**config.mk**
```make
export PLATFORM = sky130hd
export DESIGN_NAME = ex_branch_rs
export DESIGN_NICKNAME = d
export VERILOG_FILES = /design/src/rtl/ex_branch_rs_pkg.sv /design/src/rtl/ex_branch_rs_branch_cmp.sv /design/src/rtl/ex_branch_rs.sv
export SDC_FILE = /design/constraint.sdc
export NUM_CORES = 1
export LEC_CHECK = 0
export CAP_MARGIN = 0
export CORE_MARGIN = 2
export CORE_UTILIZATION = 49
export DETAILED_ROUTE_END_ITERATION = 8
export GPL_ROUTABILITY_DRIVEN = 1
export PLACE_DENSITY = 0.66
export SLEW_MARGIN = 10
export SYNTH_ARGS = -nofsm -noshare
export SYNTH_HDL_FRONTEND = slang
export SYNTH_SLANG_ARGS = --single-unit
```
**constraint.sdc**
```tcl
create_clock -name clk -period 10.67 [get_ports clk]
set_input_delay 2.134 -clock clk [delete_from_list [all_inputs] [get_ports clk]]
set_output_delay 2.134 -clock clk [all_outputs]
set_load 0.02 [all_outputs]
```
**src/rtl/ex_branch_rs_pkg.sv**
```systemverilog
// Shared types, tag constants and op codes for the branch reservation queue.
package ex_branch_rs_pkg;

   localparam int unsigned XLEN_DEF  = 32;
   localparam int unsigned TAG_W_DEF = 4;

   typedef logic [XLEN_DEF-1:0]  word_t;
   typedef logic [XLEN_DEF-1:0]  addr_t;
   typedef logic [TAG_W_DEF-1:0] regtag_t;
   typedef logic [3:0]           sinst_t;

   localparam regtag_t UNLOCKED = '1;
   localparam word_t   ZERO     = '0;

   localparam sinst_t BEQ  = 4'd1;
   localparam sinst_t BNE  = 4'd2;
   localparam sinst_t BLT  = 4'd3;
   localparam sinst_t BGE  = 4'd4;
   localparam sinst_t BLTU = 4'd5;
   localparam sinst_t BGEU = 4'd6;
   localparam sinst_t JAL  = 4'd7;
   localparam sinst_t JALR = 4'd8;

   function automatic logic op_known(input sinst_t op);
      return (op >= BEQ) && (op <= JALR);
   endfunction

endpackage

```
**src/rtl/ex_branch_rs_branch_cmp.sv**
```systemverilog
// Combinational branch resolver: compare outcome, next PC and jump flag for one op.
module branch_cmp
   import ex_branch_rs_pkg::*;
#(
   parameter int unsigned XLEN = 32
) (
   input  sinst_t          op,
   input  logic [XLEN-1:0] datax,
   input  logic [XLEN-1:0] datay,
   input  logic [XLEN-1:0] pc,
   input  logic [XLEN-1:0] offset,
   output logic            taken,
   output logic [XLEN-1:0] dest,
   output logic            is_jump
);

   logic [XLEN-1:0] jump;
   logic [XLEN-1:0] remain;
   logic [XLEN-1:0] indirect;

   assign jump     = pc + offset;
   assign remain   = pc + XLEN'(4);
   assign indirect = (datax + offset) & ~XLEN'(1);

   always_comb begin
      taken   = 1'b0;
      is_jump = 1'b0;
      case (op)
         BEQ:  taken = (datax == datay);
         BNE:  taken = (datax != datay);
         BLT:  taken = ($signed(datax) < $signed(datay));
         BGE:  taken = ($signed(datax) >= $signed(datay));
         BLTU: taken = (datax < datay);
         BGEU: taken = (datax >= datay);
         JAL, JALR: begin
            taken   = 1'b1;
            is_jump = 1'b1;
         end
         default: taken = 1'b0;
      endcase
   end

   always_comb begin
      if (op == JALR) dest = indirect;
      else if (taken) dest = jump;
      else            dest = remain;
   end

endmodule

```
**src/rtl/ex_branch_rs.sv**
```systemverilog
// In-order branch reservation queue: CDB operand capture, head-only resolution,
// registered target/mispredict/link outputs and self-squash on mispredict.
module ex_branch_rs
   import ex_branch_rs_pkg::*;
#(
   parameter int unsigned DEPTH = 4,
   parameter int unsigned XLEN  = 32,
   parameter int unsigned TAG_W = 4
) (
   input  logic             clk,
   input  logic             rst,
   input  logic             rdy,
   input  logic             flush,
   input  logic             alloc_valid,
   output logic             alloc_ready,
   input  sinst_t           alloc_op,
   input  logic [XLEN-1:0]  alloc_pc,
   input  logic [XLEN-1:0]  alloc_offset,
   input  logic             alloc_pred_taken,
   input  logic [TAG_W-1:0] alloc_tagx,
   input  logic [TAG_W-1:0] alloc_tagy,
   input  logic [XLEN-1:0]  alloc_datax,
   input  logic [XLEN-1:0]  alloc_datay,
   input  logic [TAG_W-1:0] alloc_rd_tag,
   input  logic             cdb_valid,
   input  logic [TAG_W-1:0] cdb_tag,
   input  logic [XLEN-1:0]  cdb_data,
   output logic             en,
   output logic [XLEN-1:0]  dest_out,
   output logic             mispredict,
   output logic             wb_valid,
   output logic [TAG_W-1:0] wb_tag,
   output logic [XLEN-1:0]  wb_data
);

   localparam int unsigned PTR_W = $clog2(DEPTH);
   localparam int unsigned CNT_W = PTR_W + 1;
   localparam logic [TAG_W-1:0] UNL = {TAG_W{1'b1}};

   sinst_t           op_q    [DEPTH];
   logic [XLEN-1:0]  pc_q    [DEPTH];
   logic [XLEN-1:0]  off_q   [DEPTH];
   logic             pred_q  [DEPTH];
   logic [TAG_W-1:0] tagx_q  [DEPTH];
   logic [TAG_W-1:0] tagy_q  [DEPTH];
   logic [XLEN-1:0]  datax_q [DEPTH];
   logic [XLEN-1:0]  datay_q [DEPTH];
   logic [TAG_W-1:0] rd_q    [DEPTH];

   logic [PTR_W-1:0] head_q, tail_q;
   logic [CNT_W-1:0] count_q;

   logic            head_ready, resolve, squash, accept, cdb_hit;
   logic            head_taken, head_is_jump, head_mis;
   logic [XLEN-1:0] head_dest;

   branch_cmp #(
      .XLEN (XLEN)
   ) u_cmp (
      .op      (op_q[head_q]),
      .datax   (datax_q[head_q]),
      .datay   (datay_q[head_q]),
      .pc      (pc_q[head_q]),
      .offset  (off_q[head_q]),
      .taken   (head_taken),
      .dest    (head_dest),
      .is_jump (head_is_jump)
   );

   assign alloc_ready = (count_q != CNT_W'(DEPTH));
   assign head_ready  = (count_q != '0) && (tagx_q[head_q] == UNL) && (tagy_q[head_q] == UNL);
   assign resolve     = head_ready && op_known(op_q[head_q]);
   // Indirect targets are never predicted, so JALR always redirects the front end.
   assign head_mis    = (op_q[head_q] == JALR) || (head_taken != pred_q[head_q]);
   assign squash      = resolve && head_mis;
   assign accept      = alloc_valid && alloc_ready;
   assign cdb_hit     = cdb_valid && (cdb_tag != UNL);

   always_ff @(posedge clk) begin
      if (rst) begin
         head_q     <= '0;
         tail_q     <= '0;
         count_q    <= '0;
         en         <= 1'b0;
         dest_out   <= '0;
         mispredict <= 1'b0;
         wb_valid   <= 1'b0;
         wb_tag     <= '0;
         wb_data    <= '0;
      end else if (rdy) begin
         if (flush) begin
            head_q     <= '0;
            tail_q     <= '0;
            count_q    <= '0;
            en         <= 1'b0;
            dest_out   <= '0;
            mispredict <= 1'b0;
            wb_valid   <= 1'b0;
            wb_tag     <= '0;
            wb_data    <= '0;
         end else begin
            en         <= resolve;
            dest_out   <= resolve ? head_dest : '0;
            mispredict <= squash;
            wb_valid   <= resolve && head_is_jump;
            wb_tag     <= (resolve && head_is_jump) ? rd_q[head_q] : '0;
            wb_data    <= (resolve && head_is_jump) ? pc_q[head_q] + XLEN'(4) : '0;

            for (int unsigned i = 0; i < DEPTH; i++) begin
               if (cdb_hit && (tagx_q[i] == cdb_tag)) begin
                  tagx_q[i]  <= UNL;
                  datax_q[i] <= cdb_data;
               end
               if (cdb_hit && (tagy_q[i] == cdb_tag)) begin
                  tagy_q[i]  <= UNL;
                  datay_q[i] <= cdb_data;
               end
            end

            if (squash) begin
               head_q  <= '0;
               tail_q  <= '0;
               count_q <= '0;
            end else begin
               if (head_ready) head_q <= head_q + PTR_W'(1);
               if (accept) begin
                  // Written after the snoop loop so the bypassed values win for this slot.
                  op_q[tail_q]    <= alloc_op;
                  pc_q[tail_q]    <= alloc_pc;
                  off_q[tail_q]   <= alloc_offset;
                  pred_q[tail_q]  <= alloc_pred_taken;
                  rd_q[tail_q]    <= alloc_rd_tag;
                  tagx_q[tail_q]  <= (cdb_hit && alloc_tagx == cdb_tag) ? UNL : alloc_tagx;
                  datax_q[tail_q] <= (cdb_hit && alloc_tagx == cdb_tag) ? cdb_data : alloc_datax;
                  tagy_q[tail_q]  <= (cdb_hit && alloc_tagy == cdb_tag) ? UNL : alloc_tagy;
                  datay_q[tail_q] <= (cdb_hit && alloc_tagy == cdb_tag) ? cdb_data : alloc_datay;
                  tail_q          <= tail_q + PTR_W'(1);
               end
               count_q <= count_q + CNT_W'(accept) - CNT_W'(head_ready);
            end
         end
      end
   end

endmodule
```
==> run_results.csv <==
group,metric,value,unit
run_status,status,"completed",
pwr,peakVddDrop,0.000121,V
setup_path,worstPathMaxFanout,86,
die,coreArea,65600,sq um
cts,cts_tree,"built",
sta,slew_headroom,0.195,
detailed_routing,via_count,20500,
setup_path,path_class,"reg2reg",
detailed_routing,drt-pass1-iter-count,5,
detailed_routing,drt_iter0_markers,2182,
setup_path,required,10.93,ns
setup_path,startpoint_type,"flip-flop",
die,io_pins,259,
die,die_h,261,um
detailed_routing,wire_per_inst,27.6,um
detailed_routing,route.detailed.drc,0,
pwr,cellLeakagePower,0.0132,uW
setup_path,cp_cell_sequence,"buf_12, mux4_2, ha_1, nand4_1, nor4_1, nor3b_2, and2_1, nor2b_1, o21bai_1, a211oi_2, or3b_1, o211a_2, nor3b_2, buf_4, buf_4",
detailed_routing,antenna_left,0,
finish,final_common_cell,"edfxtp_1",
logic_synthesis,synth-async-reset-ratio,0,
setup_path,crit_buf_inv,3,
cts,cts_buffers,72,
logic_synthesis,syn_nets,2460,
setup_path,critPathSlowestCell,"nor3b_2",
grt,globalRouteOverflowTotal,0,
detailed_routing,wirelength,92600,um
cts,cts-root-buf,"clkbuf_16",
cts,htreeDepth,3,
logic_synthesis,netlist_instances,2170,
finish,nets,2728,
sta,worst_pin_slew,1.18,ns
cts,clk_path_buf_depth,3,
logic_synthesis,yosysWarningCount,0,
sta,rsz0062_at_grt,"false",
logic_synthesis,ys.flop_type,"edfxtp_1",
logic_synthesis,ys_seq_elements,660,
worst_hold_path,hp-class,"reg2reg",
sta,drv_slew,0,
setup_path,path_delay_family,"simple AND/OR/NAND/NOR gates",
cts,cts_setup_buffers,0,
cts,worstSkewPairLatency,0.61,ns
place,gp_congestion,0.933,
finish,layout_common_cells,"edfxtp_1 (580), clkdlybuf4s50_1 (257), mux2_2 (207)",
flow_run,drv_cap,0,
grt,first_global_vias,20600,
grt,grt_max_degree,87,
finish,fin_area,38400,sq um
cts,cts.sinks,660,
logic_synthesis,yosysSeqAreaShare,0.586,
sta,setup_viol_count_final,0,
sta,skew,0.0232,ns
place,place_area,36100,sq um
logic_synthesis,synth_edf_count,580,
finish,drive_gt1_frac,0.218,
die,fp.dieW,261,um
grt,track_usage,0.272,
sta,max_freq,0.134,GHz
cts,ctsResizeCount,0,
setup_path,endpoint_kind,"flip-flop",
logic_synthesis,synth_area,32500,sq um
sta,whs,0.463,ns
sta,finalCritPeriodShare,0.698,
sta,period_needed,7.45,ns
die,rows,94,
sta,hold_viol,0,
place,place_hpwl,65700,um
place,io_buffers,258,
setup_path,critPathArrivalTime,7.72,ns
sta,fin_tns_setup,0,ns
die,dieArea,68300,sq um
setup_path,crit_path_max_incr_delay,1.00,ns
grt,grt_pass1_wl,136000,um
cts,hold_buffers,0,
logic_synthesis,ys_types,75,
finish,num-fill-cells,5034,
logic_synthesis,syn_area_per_cell,15.0,sq um
detailed_routing,vias_per_cell,6.11,
die,initial_utilization,0.495,
finish,area_growth_syn_to_layout,18.3,%
grt,antenna_found_initial,1,
pwr,p_per_area,154,nW/um^2
cts,clkSlewWorstSetupHoldPaths,0.06,ns
synthesized netlist by cell type (20+ instances only):
library cell | n | area [sq um]
a21o_1 | 40 | 300
a21oi_1 | 93 | 465
a22oi_1 | 37 | 278
buf_2 | 35 | 175
clkbuf_1 | 49 | 184
dfxtp_1 | 80 | 1600
edfxtp_1 | 580 | 17400
ha_1 | 100 | 1250
inv_1 | 56 | 210
mux2_1 | 20 | 225
mux2_2 | 207 | 2330
mux2_4 | 30 | 450
mux2i_1 | 21 | 210
mux4_2 | 137 | 3090
nand2_1 | 117 | 439
nand3_1 | 31 | 155
nand4_1 | 28 | 175
nor2_1 | 93 | 349
o21ai_0 | 46 | 230
xnor2_1 | 95 | 832
xor2_1 | 29 | 254
stage by stage:
step | power [uW] | std cells | utilization | worst slack [ns]
after floorplan | 3230 | 2170 | - | 1.51
after global placement | 3460 | 3228 | 0.549 | 3.35
after detailed placement | 3470 | 3228 | 0.549 | 3.16
after CTS | 5960 | 3356 | 0.585 | 3.15
after global routing | 6110 | 3357 | 0.585 | 2.63
final | 5930 | 3357 | 0.585 | 3.22
report_power, final:
group          switching (uW)  internal (uW)
clock                    1010           1490
sequential               9.13           2820
combinational             325            265
total                    1350           4580
tightest hold or removal path, stage by stage, from the launching register on:
cell,delay (ns)
dfxtp_1,0.31
nand2_1,0.06
a21oi_1,0.05
logic make-up (layout without fill, tap and decap cells):
group	Yosys count	after routing	share of synthesized area
buf+inv	161	483	0.0218
compound gates	324	324	0.0666
simple gates	383	383	0.0576
xor+xnor	124	124	0.0335
mux	415	415	0.194
flops	660	660	0.586
other cells	0	1	0
fa+ha+maj	103	103	0.0404
state kept, by name, summed over array words and instances, names as in the netlist, named ones only:
| name | cells |
|---|---|
| wb_data | 32 |
| pc_q | 128 |
| datax_q | 128 |
| mispredict | 1 |
| en | 1 |
| datay_q | 128 |
| pred_q | 4 |
| tagy_q | 16 |
| head_q | 2 |
| op_q | 16 |
| rd_q | 16 |
| wb_valid | 1 |
| wb_tag | 4 |
| dest_out | 32 |
| off_q | 128 |
| count_q | 3 |
| tail_q | 2 |
| tagx_q | 16 |
path summary, 6_finish.rpt:
check	from	to	slack, ns	cells after the start
min	wb_data[24]	wb_data[24]	0.46	2
max reg2reg	flip-flop	pc_q[2][21]	3.22	15
max	flip-flop	pc_q[2][21]	3.22	15
min reg2reg	wb_data[24]	wb_data[24]	0.46	2
layout make-up:
cell class	count	area [sq um]	area share
Clock buffer	91	1920	0.0501
Timing Repair Buffer	298	2890	0.0752
Sequential cell	660	19000	0.495
Clock inverter	37	425	0.0111
Inverter	57	214	0.00557
Tap cell	864	1080	0.0281
Multi-Input combinational cell	1349	12800	0.335
Antenna cell	1	2.50	0.0000651
routing by layer:
layer	global-route usage	wire length, um
met2	0.442	44300
met5	0	0
met1	0.382	38800
met4	0.0721	1990
met3	0.0467	7580
(Power assumes the default switching activity.)
